<file path="src/rtl/lwn_pkg.sv">
`default_nettype none
// ============================================================================
// Module   : lwn_pkg
// Purpose  : Shared definitions for the load-multiple (lwn) sequencer:
//            FSM state encoding, default data-path widths and the
//            register-file index width.
// Ports    : none (package)
// Revision : 1.0 - initial release
// ============================================================================
package lwn_pkg;

   // Default widths used as parameter defaults by the sequencer
   localparam int c_def_addr_w = 32;   // data-memory word-address width
   localparam int c_def_data_w = 32;   // data word width
   localparam int c_def_cnt_w  = 5;    // word-count field width (0..31)
   localparam int c_reg_idx_w  = 5;    // register-file index width (32 regs)

   // Sequencer FSM states
   //   IDLE : waiting for an accepted start
   //   RUN  : issuing one memory read per cycle (and writing the previous word)
   //   LAST : final register-file write only, done asserted
   typedef enum logic [1:0] {
      IDLE = 2'd0,
      RUN  = 2'd1,
      LAST = 2'd2
   } lwn_state_e;

endpackage : lwn_pkg
`default_nettype wire

</file>
<file path="src/rtl/lwn_sequencer.sv">
`default_nettype none
// ============================================================================
// Module   : lwn_sequencer
// Purpose  : Multi-cycle sequencer for the load-multiple instruction
//            "lwn rd, base, n". Reads n consecutive data-memory words starting
//            at base and writes them to n consecutive registers starting at rd.
//            Reads are issued in cycles 1..n after the accepting edge, each
//            word is written one cycle after its read, done pulses with the
//            last write, busy covers the whole operation.
//
// Ports    : clk            i  sole clock, rising edge
//            rst_n          i  synchronous active-low reset
//            start_i        i  one-cycle request (ignored while busy)
//            base_addr_i    i  first memory word index (sampled with start)
//            word_cnt_i     i  number of words n (sampled with start)
//            dest_idx_i     i  first destination register (sampled with start)
//            mem_rd_en_o    o  data-memory read strobe
//            mem_addr_o     o  data-memory word index
//            mem_rd_data_i  i  read data, valid one cycle after mem_rd_en_o
//            rf_we_o        o  register-file write enable (never for r0)
//            rf_waddr_o     o  register-file write index
//            rf_wdata_o     o  register-file write data
//            busy_o         o  sequencer active / pipeline stall
//            done_o         o  one-cycle completion pulse
//
// Revision : 1.0 - initial release
// ============================================================================
module lwn_sequencer
   import lwn_pkg::*;
#(
   parameter int ADDR_W = c_def_addr_w,
   parameter int DATA_W = c_def_data_w,
   parameter int CNT_W  = c_def_cnt_w
) (
   input  logic                   clk,
   input  logic                   rst_n,
   input  logic                   start_i,
   input  logic [ADDR_W-1:0]      base_addr_i,
   input  logic [CNT_W-1:0]       word_cnt_i,
   input  logic [c_reg_idx_w-1:0] dest_idx_i,
   output logic                   mem_rd_en_o,
   output logic [ADDR_W-1:0]      mem_addr_o,
   input  logic [DATA_W-1:0]      mem_rd_data_i,
   output logic                   rf_we_o,
   output logic [c_reg_idx_w-1:0] rf_waddr_o,
   output logic [DATA_W-1:0]      rf_wdata_o,
   output logic                   busy_o,
   output logic                   done_o
);

   // -------------------------------------------------------------------------
   // State and registered outputs
   // -------------------------------------------------------------------------
   lwn_state_e             state_q;
   logic [CNT_W:0]         rem_q;        // reads still to issue, incl. current
   logic [ADDR_W-1:0]      mem_addr_q;
   logic                   mem_rd_en_q;
   logic [c_reg_idx_w-1:0] wr_idx_q;     // destination of the word being read
   logic [c_reg_idx_w-1:0] rf_waddr_q;
   logic                   rf_we_q;
   logic                   wr_slot_q;    // a write slot is active this cycle
   logic                   busy_q;
   logic                   done_q;
   logic [DATA_W-1:0]      wdata_hold_q; // last write data, shown when idle

   // -------------------------------------------------------------------------
   // Increment logic (natural wrap: address mod 2^ADDR_W, index mod 32)
   // -------------------------------------------------------------------------
   logic [ADDR_W-1:0]      mem_addr_d;
   logic [c_reg_idx_w-1:0] wr_idx_d;
   logic [CNT_W:0]         rem_d;

   assign mem_addr_d = mem_addr_q + ADDR_W'(1);
   assign wr_idx_d   = wr_idx_q + c_reg_idx_w'(1);
   assign rem_d      = rem_q - (CNT_W+1)'(1);

   // -------------------------------------------------------------------------
   // Sequencer FSM with registered outputs
   // -------------------------------------------------------------------------
   always_ff @(posedge clk) begin
      if (!rst_n) begin
         state_q      <= IDLE;
         rem_q        <= '0;
         mem_addr_q   <= '0;
         mem_rd_en_q  <= 1'b0;
         wr_idx_q     <= '0;
         rf_waddr_q   <= '0;
         rf_we_q      <= 1'b0;
         wr_slot_q    <= 1'b0;
         busy_q       <= 1'b0;
         done_q       <= 1'b0;
         wdata_hold_q <= '0;
      end else begin
         // Remember the data of every write slot so rf_wdata keeps its last
         // value once the sequencer goes quiet.
         if (wr_slot_q) begin
            wdata_hold_q <= mem_rd_data_i;
         end

         case (state_q)
            IDLE: begin
               mem_rd_en_q <= 1'b0;
               rf_we_q     <= 1'b0;
               wr_slot_q   <= 1'b0;
               done_q      <= 1'b0;
               if (start_i) begin
                  if (word_cnt_i != '0) begin
                     // Accept: operands are captured here and never again
                     // until the sequencer is back in IDLE.
                     state_q     <= RUN;
                     busy_q      <= 1'b1;
                     mem_rd_en_q <= 1'b1;
                     mem_addr_q  <= base_addr_i;
                     rem_q       <= {1'b0, word_cnt_i};
                     wr_idx_q    <= dest_idx_i;
                  end else begin
                     // Zero-length request: complete without any traffic
                     done_q <= 1'b1;
                  end
               end
            end

            RUN: begin
               // The read issued this cycle returns next cycle, so schedule
               // its register write now. r0 is never written, but the index
               // still advances.
               rf_waddr_q <= wr_idx_q;
               rf_we_q    <= (wr_idx_q != '0);
               wr_slot_q  <= 1'b1;
               wr_idx_q   <= wr_idx_d;
               rem_q      <= rem_d;
               if (rem_q == (CNT_W+1)'(1)) begin
                  // Final read has just been issued
                  state_q     <= LAST;
                  mem_rd_en_q <= 1'b0;
                  done_q      <= 1'b1;
               end else begin
                  mem_addr_q <= mem_addr_d;
               end
            end

            LAST: begin
               state_q   <= IDLE;
               busy_q    <= 1'b0;
               done_q    <= 1'b0;
               rf_we_q   <= 1'b0;
               wr_slot_q <= 1'b0;
            end

            default: begin
               state_q     <= IDLE;
               busy_q      <= 1'b0;
               done_q      <= 1'b0;
               mem_rd_en_q <= 1'b0;
               rf_we_q     <= 1'b0;
               wr_slot_q   <= 1'b0;
            end
         endcase
      end
   end

   // -------------------------------------------------------------------------
   // Outputs. Write data comes straight from memory during a write slot and
   // falls back to the held copy otherwise.
   // -------------------------------------------------------------------------
   assign mem_rd_en_o = mem_rd_en_q;
   assign mem_addr_o  = mem_addr_q;
   assign rf_we_o     = rf_we_q;
   assign rf_waddr_o  = rf_waddr_q;
   assign rf_wdata_o  = wr_slot_q ? mem_rd_data_i : wdata_hold_q;
   assign busy_o      = busy_q;
   assign done_o      = done_q;

endmodule : lwn_sequencer
`default_nettype wire

</file>
<file path="config.mk">
export PLATFORM = sky130hd
export DESIGN_NAME = lwn_sequencer
export DESIGN_NICKNAME = d
export VERILOG_FILES = /design/src/rtl/lwn_pkg.sv /design/src/rtl/lwn_sequencer.sv
export SDC_FILE = /design/constraint.sdc
export NUM_CORES = 1
export LEC_CHECK = 0
export ABC_AREA = 1
export CAP_MARGIN = 20
export CORE_ASPECT_RATIO = 1.2
export CORE_MARGIN = 5
export CORE_UTILIZATION = 50
export CTS_CLUSTER_SIZE = 12
export DETAILED_ROUTE_END_ITERATION = 10
export GPL_TIMING_DRIVEN = 0
export PLACE_DENSITY = 0.83
export SETUP_SLACK_MARGIN = 0.02
export SKIP_LAST_GASP = 1
export SLEW_MARGIN = 10
export SYNTH_ARGS = -nofsm -noshare
export SYNTH_HDL_FRONTEND = slang
export SYNTH_SLANG_ARGS = --single-unit
</file>
<file path="constraint.sdc">
create_clock -name clk -period 4.3 [get_ports clk]
set_input_delay 1.075 -clock clk [delete_from_list [all_inputs] [get_ports clk]]
set_output_delay 1.075 -clock clk [all_outputs]
set_load 0.01 [all_outputs]
</file>
After elaboration in Yosys (flattened, before gate mapping)
Index checks and enable logic that the tools add are counted.
{"block": "op_classes", "add_sub_neg": 3, "bitwise_logic": 2, "reduce_logical": 10, "n_eq_ne": 7, "muxes": 27}
{"operator": "$mux 32", "count": 4}
{"operator": "$pmux 32 s2", "count": 1}
{"operator": "$add 32x1->32 const B", "count": 1}
{"operator": "$mux 6", "count": 2}
{"operator": "$pmux 6 s2", "count": 1}
{"operator": "$mux 5", "count": 2}
{"operator": "$pmux 5 s2", "count": 1}
{"operator": "$reduce_bool 5->1", "count": 2}
{"operator": "$mux 1", "count": 9}
{"operator": "$reduce_and 3->1", "count": 3}
{"operator": "$ne 2x2->1 const B", "count": 4}
{"operator": "$eq 6x1->1 const B", "count": 1}
{"operator": "$mux 2", "count": 3}
{"operator": "$sub 6x1->6 const B", "count": 1}
{"operator": "$add 5x1->5 const B", "count": 1}
{"operator": "$pmux 1 s2", "count": 2}
{"operator": "$pmux 2 s2", "count": 1}
{"operator": "$reduce_and 2->1", "count": 2}
{"operator": "$reduce_and 4->1", "count": 1}
{"operator": "$pmux 1 s3", "count": 1}
{"operator": "$eq 2x1->1 const B", "count": 1}
{"operator": "$eq 2x2->1 const B", "count": 1}
{"operator": "$logic_not 2->1", "count": 1}
{"operator": "$not 1->1", "count": 2}
{"operator": "$reduce_bool 2->1", "count": 1}
{"block": "totals", "inputBits": 77, "regBits": 87, "elab_cells": 60}

Depth between registers and ports, before layout
Gate-level depths: netlist of the first run.
{"block": "logic_depth", "ltp_word": 4, "mapped_depth": 11, "depth_no_buf": 10}

Worst setup path after synthesis of the first run
No wires, ideal clock.
{"block": "synth_timing", "kind": "input to output", "from": "in mem_rd_data_i[0]", "to": "out rf_wdata_o[0]", "stages": 2, "required_time_ps": 3225, "arrival_ps": 1242, "path_buffers": 0, "slack_ps": 1983, "path_cell_list": "nand2_1 -> nand2_1"}
{"block": "synth_between", "elab_chain_cells": 1}
{"item": "start: declaration", "line": "lwn_sequencer.sv:43", "rtl": "input logic [DATA_W-1:0] mem_rd_data_i,"}
{"item": "$mux 32"}
{"item": "end: declaration", "line": "lwn_sequencer.sv:46", "rtl": "output logic [DATA_W-1:0] rf_wdata_o,"}
Every way passes these cells.

Final worst setup path of the first run
{"block": "layout_timing", "from": "in mem_rd_data_i[29]", "to": "out rf_wdata_o[29]"}
Same word-level chain as after synthesis.

==> results of run 1 <==
## final cells by class
class / count / share of cell area
multi-input cells: 545 / 0.387
well taps: 120 / 0.0236
inverters: 46 / 0.0275
repair buffers: 149 / 0.234
plain buffers: 30 / 0.0230
flip-flops and latches: 87 / 0.273
clock inverters: 6 / 0.0106
clock buffers: 10 / 0.0216
## routing by layer
| metal | share of wire | vias up |
|---|---|---|
| li1 | - | 2592 |
| met5 | 0 | - |
| met2 | 0.48 | 236 |
| met1 | 0.42 | 2336 |
| met3 | 0.066 | 35 |
| met4 | 0.031 | 0 |
## Yosys cell counts
library cell | instances | area share
nand2_2 | 2 | 0.0028
nand4_1 | 4 | 0.0055
nor2_2 | 7 | 0.0097
o21ai_0 | 52 | 0.057
nor2_1 | 80 | 0.066
nand3_2 | 1 | 0.0022
a21oi_2 | 3 | 0.0058
nor3_1 | 5 | 0.0055
nand3_1 | 33 | 0.036
buf_4 | 1 | 0.0017
buf_1 | 5 | 0.0041
buf_2 | 6 | 0.0066
clkinv_1 | 1 | 0.00083
nor2_8 | 1 | 0.0044
o21a_1 | 1 | 0.0017
ha_1 | 5 | 0.014
xor2_1 | 10 | 0.019
o21ai_1 | 8 | 0.0088
dfxtp_1 | 87 | 0.38
a211oi_1 | 1 | 0.0017
a21oi_1 | 59 | 0.065
and2_1 | 1 | 0.0014
inv_1 | 42 | 0.035
o22ai_1 | 1 | 0.0014
clkbuf_1 | 15 | 0.012
or2_2 | 1 | 0.0014
nor2_4 | 2 | 0.0050
nand3b_1 | 4 | 0.0066
nand2_1 | 259 | 0.21
inv_4 | 1 | 0.0014
buf_6 | 3 | 0.0075
inv_2 | 2 | 0.0017
a31oi_1 | 5 | 0.0069
## metrics by stage
stage          std cells  cell area, um2  worst slack [ns]  hold slack, ns  power [mW]
2_1_floorplan        708            4530              1.98           0.447        1.26
3_3_place_gp         977            6170             0.982           0.451        1.54
3_5_place_dp         977            6170             0.969           0.457        1.55
4_1_cts              993            6370             0.964           0.469        2.14
5_1_grt              993            6370             0.874           0.488        2.25
6_report             993            6370             0.968           0.468        2.14
## worst max-delay path, stage by stage
cell and delay (ns):
clkdlybuf4s50_1 0.45, nand2_1 0.07, nand2_1 0.12, clkdlybuf4s50_1 0.54
## worst min path at each step
stage                           startpoint               end  slack [ns]  cells past startpoint
after global routing       wdata_hold_q[7]   wdata_hold_q[7]        0.49                      2
after global placement         mem_rd_en_o       mem_rd_en_o        0.45                      2
after floorplan           wdata_hold_q[25]  wdata_hold_q[25]        0.45                      2
final                        rf_waddr_o[0]     rf_waddr_o[0]        0.47                      2
after CTS                    rf_waddr_o[0]     rf_waddr_o[0]        0.47                      2
after detailed placement     rf_waddr_o[0]     rf_waddr_o[0]        0.46                      2
## power by group through the flow
stage | Clock, mW | Combinational, mW | Sequential, mW
floorplan | 0 | 0.283 | 0.972
global placement | 0 | 0.572 | 0.966
detailed placement | 0 | 0.583 | 0.967
CTS | 0.606 | 0.587 | 0.950
global route | 0.640 | 0.651 | 0.962
finish | 0.598 | 0.588 | 0.952
## logic make-up (layout without fill, tap and decap cells)
group,count (synthesis),in the layout,share of synthesized area
and+or+nand+nor,400,400,0.362
AOI/OAI and AO/OA,130,130,0.149
DFF,87,87,0.385
buffers and inverters,76,241,0.0710
xor gates and xnor gates,10,10,0.0193
adders and majority gates,5,5,0.0138
## sequential cells by signal (all words and copies together) (netlist names)
signal	flops
busy_o	1
done_o	1
mem_addr_o	32
mem_rd_en_o	1
rem_q	6
rf_waddr_o	5
rf_we_o	1
state_q	2
wdata_hold_q	32
wr_idx_q	5
wr_slot_q	1
==> flow_summary_export.csv, run 1 <==
group,metric,value,unit
sta,grt_setup_unrepaired,"no",
worst_setup_path,worstPathArrival,2.26,ns
power_and_ir_drop,ir_drop,0.165,mV
worst_setup_path,rr_startpoint,"mem_addr_o[1]",
min_path,min_path_type,"reg -> reg",
finish,multi_input_area,0.00246,mm2
worst_setup_path,crit_start,"mem_rd_data_i[29]",
grt,track_usage,0.257,
power_and_ir_drop,p_clk_frac,0.280,
sta,tns,0,ns
finish,drive_gt1_frac,0.0527,
placed_design,hpwl,11.1,mm
worst_setup_path,crit_path_end_kind,"primary output",
floorplan,core,0.00894,mm2
sta,setup_violations,0,
finish,utilization,0.713,
logic_synthesis,netlist_area,0.00453,mm2
finish,mostFrequentLayoutCell,"nand2_1",
grt,grt_busiest_layer,"met2",
route,avgViaCountPerCell,5.24,
worst_setup_path,reg2reg_slack,2.45,ns
power_and_ir_drop,combPwrFrac,0.275,
floorplan,die_y,114,um
clocking,cts_resized,0,
finish,seqCellArea,0.00174,mm2
clocking,worstSkewPairLatency,0.36,ns
sta,finalClockSkew,0.00691,ns
finish,n_fill_cell,799,
route,drc,0,
logic_synthesis,synth_cell_types,33,
logic_synthesis,seq_area_frac_synth,0.385,
floorplan,die_area,0.0111,mm2
sta,slew_headroom,0.614,
sta,layout_min_cycle_time,3.33,ns
route,totalWireLength,14.3,mm
power_and_ir_drop,power.density,335,mW/mm2
worst_setup_path,crit_path_start_kind,"primary input",
clocking,clk_transition_reported_paths,0.08,ns
power_and_ir_drop,swShare,0.320,
sta,hold_violations,0,
sta,fin_crit_sh,0.775,
logic_synthesis,yosysWarnings,0,
grt,grt_start_max_net_pins,16,
finish,antennaDiodeCount,0,
power_and_ir_drop,power_frac_seq,0.445,
run,max_cap_violations,0,
worst_setup_path,worst-setup-path-type,"in -> out",
power_and_ir_drop,p_int,1.45,mW
grt,grt_pass1_vias,4952,
route,firstDrtPassIters,7,
finish,finalNetCount,950,
worst_setup_path,crit_end,"rf_wdata_o[29]",
clocking,hold_buffers,0,
placed_design,io_buffers,149,
logic_synthesis,avgSynthCellArea,6.39,um2
floorplan,core.rowCount,38,
floorplan,initial_core_util,0.506,
grt,met1_usage,0.309,
clocking,root_buffer,"clkbuf_8",
power_and_ir_drop,leakagePower,2.55,nW
clocking,cts_tree,"yes",
sta,worst_pin_slew,0.579,ns
sta,slew_violations,0,
placed_design,gp_congestion,0.934,
grt,grt_pass1_wl,23.5,mm
power_and_ir_drop,netSwitchingPower,0.684,mW
logic_synthesis,synth-seq-cells,87,
finish,synthToLayoutAreaGrowth,40.8,%
logic_synthesis,syn-num-nets,790,
clocking,clockBufferDepth,2,
grt,use_met2,0.456,
route,wire_per_inst,14.4,um
status,status,"completed",
worst_setup_path,worstReg2RegEnd,"mem_addr_o[24]",
worst_setup_path,crit_required,3.22,ns
worst_setup_path,reg2reg_depth,10,
clocking,cts_max_level,3,
grt,antenna_found_initial,0,
route,drt_iter0_drc,252,
finish,final_cell_mix,"259 x nand2_1, 149 x clkdlybuf4s50_1, 87 x dfxtp_1",
floorplan,io_pins,150,
floorplan,die_w,96.9,um
route,vias,5199,
clocking,clkSinkCount,87,
logic_synthesis,netlist_instances,708,
sta,max_freq,0.300,GHz
worst_setup_path,worstPathMaxFanout,2,
clocking,cts_setup_buffers,0,
grt,use_met3,0.0408,
grt,grt-ovfl-total,0,
clocking,cts_buffers,9,
route,ant_nets,0,
(Power assumes the default switching activity.)
==> inputs of run 2 (changes only) <==
--- a/config.mk
+++ b/config.mk
@@ -9,11 +9,11 @@
 export CAP_MARGIN = 20
 export CORE_ASPECT_RATIO = 1.2
 export CORE_MARGIN = 5
-export CORE_UTILIZATION = 50
+export CORE_UTILIZATION = 46
 export CTS_CLUSTER_SIZE = 12
 export DETAILED_ROUTE_END_ITERATION = 10
 export GPL_TIMING_DRIVEN = 0
-export PLACE_DENSITY = 0.83
+export PLACE_DENSITY = 0.77
 export SETUP_SLACK_MARGIN = 0.02
 export SKIP_LAST_GASP = 1
 export SLEW_MARGIN = 10
==> constraint.sdc (replaced) <==
create_clock -name clk -period 3.3 [get_ports clk]
set_input_delay 0.825 -clock clk [delete_from_list [all_inputs] [get_ports clk]]
set_output_delay 0.825 -clock clk [all_outputs]
set_load 0.01 [all_outputs]
==> run 2 against run 1 <==
Effect of this change: register-to-register slack worse by 1.1 ns; global-route usage decreased by 1.8 points; clock power increased by 56%; highest routed layer unchanged; utilization shrank 3.9 points.
==> flow_summary_export.csv, run 2 (same netlist as run 1, synthesis figures left out) <==
group,metric,value,unit
floorplan,die_area,0.0119,mm2
route,totalWireLength,14.5,mm
grt,grt_start_max_net_pins,15,
finish,mostFrequentLayoutCell,"nand2_1",
finish,finalNetCount,950,
grt,grt_pass1_wl,23.1,mm
sta,grt_setup_unrepaired,"no",
sta,fin_crit_sh,0.886,
min_path,min_from,"rf_waddr_o[0]",
worst_setup_path,crit_path_end_kind,"primary output",
run,max_cap_violations,0,
floorplan,io_pins,150,
route,drc,0,
worst_setup_path,rr_startpoint,"mem_addr_o[1]",
clocking,hold_buffers,0,
route,ant_nets,0,
finish,drive_gt1_frac,0.0515,
clocking,cts_tree,"yes",
worst_setup_path,worst-setup-path-type,"reg -> out",
worst_setup_path,crit_start,"wr_slot_q",
route,wire_per_inst,14.5,um
floorplan,core.rowCount,39,
worst_setup_path,crit_required,2.47,ns
route,vias,5135,
route,drt_iter0_drc,232,
clocking,cts_buffers,9,
placed_design,hpwl,11.3,mm
worst_setup_path,crit_path_start_kind,"flop",
finish,synthToLayoutAreaGrowth,42.5,%
clocking,cts_resized,0,
placed_design,io_buffers,149,
power_and_ir_drop,leakagePower,2.58,nW
power_and_ir_drop,ir_drop,0.248,mV
floorplan,die_w,101,um
power_and_ir_drop,finalPower,2.94,mW
route,wl_met2,6.86,mm
finish,final_cell_mix,"259 x nand2_1, 149 x clkdlybuf4s50_1, 87 x dfxtp_1",
route,firstDrtPassIters,4,
route,avgViaCountPerCell,5.16,
route,highest_layer,"met4",
sta,slew_headroom,0.586,
grt,grt-ovfl-total,0,
min_path,min_path_type,"reg -> reg",
finish,antennaDiodeCount,0,
finish,utilization,0.674,
status,status,"completed",
grt,antenna_found_initial,0,
clocking,cts_max_level,3,
sta,setup_violations,0,
clocking,clockBufferDepth,2,
sta,max_freq,0.342,GHz
clocking,clkSinkCount,87,
sta,layout_min_cycle_time,2.92,ns
worst_setup_path,worstPathArrival,2.10,ns
sta,finalClockSkew,0.00686,ns
clocking,worstSkewPairLatency,0.34,ns
floorplan,die_y,119,um
clocking,clk_transition_reported_paths,0.06,ns
placed_design,gp_congestion,0.963,
route,wl_met1,5.94,mm
worst_setup_path,worstPathMaxFanout,10,
floorplan,core,0.00956,mm2
sta,hold_violations,0,
clocking,root_buffer,"clkbuf_16",
sta,slew_violations,0,
sta,tns,0,ns
route,route.met3.wl,1.11,mm
grt,track_usage,0.239,
sta,worst_pin_slew,0.621,ns
power_and_ir_drop,power.density,456,mW/mm2
clocking,cts_setup_buffers,0,
grt,grt_pass1_vias,4960,
floorplan,initial_core_util,0.473,
==> run 2: power breakdown <==
part	total, mW	internal [mW]	switching (mW)	leakage, nW
Sequential	1.24	1.15	0.0974	0.714
Clock	0.932	0.529	0.403	0.132
Combinational	0.767	0.375	0.392	1.73
==> run 2: critical path: stages (launching register included) <==
cell and delay (ns):
dfxtp_1 0.30, clkbuf_1 0.16, inv_1 0.15, clkbuf_1 0.36, nand2_1 0.14, nand2_1 0.09
clkdlybuf4s50_1 0.56
==> run 2: final timing paths <==
path | to | slack, ns | cells after the start
max reg2reg | mem_addr_o[26] | 1.39 | 10
max | rf_wdata_o[1] | 0.38 | 6
min reg2reg | rf_waddr_o[0] | 0.46 | 2
min | rf_waddr_o[0] | 0.46 | 2
==> run 2: layout make-up <==
| cell class | instances | area [um2] |
|---|---|---|
| fillers | 840 | 3120 |
| flip-flops and latches | 87 | 1740 |
| inverters | 46 | 175 |
| multi-input cells | 545 | 2460 |
| clock buffers | 11 | 243 |
| clock inverters | 5 | 33.8 |
| well taps | 123 | 154 |
| plain buffers | 30 | 146 |
| repair buffers | 149 | 1490 |
==> run 2: per-stage QoR <==
step	instance area (um2)	hold WS (ns)	worst slack (ns)	std cells
2_1_floorplan	4530	0.447	1.47	708
3_3_place_gp	6170	0.450	0.482	980
3_5_place_dp	6170	0.454	0.467	980
4_1_cts	6450	0.462	0.331	996
5_1_grt	6450	0.487	0.152	996
6_report	6450	0.460	0.376	996
==> run 2: metal layers <==
metal / GRT usage / vias up
li1: - / 2594
met1: 0.282 / 2277
met2: 0.400 / 221
met3: 0.0513 / 43
met4: 0.127 / 0
met5: 0 / -
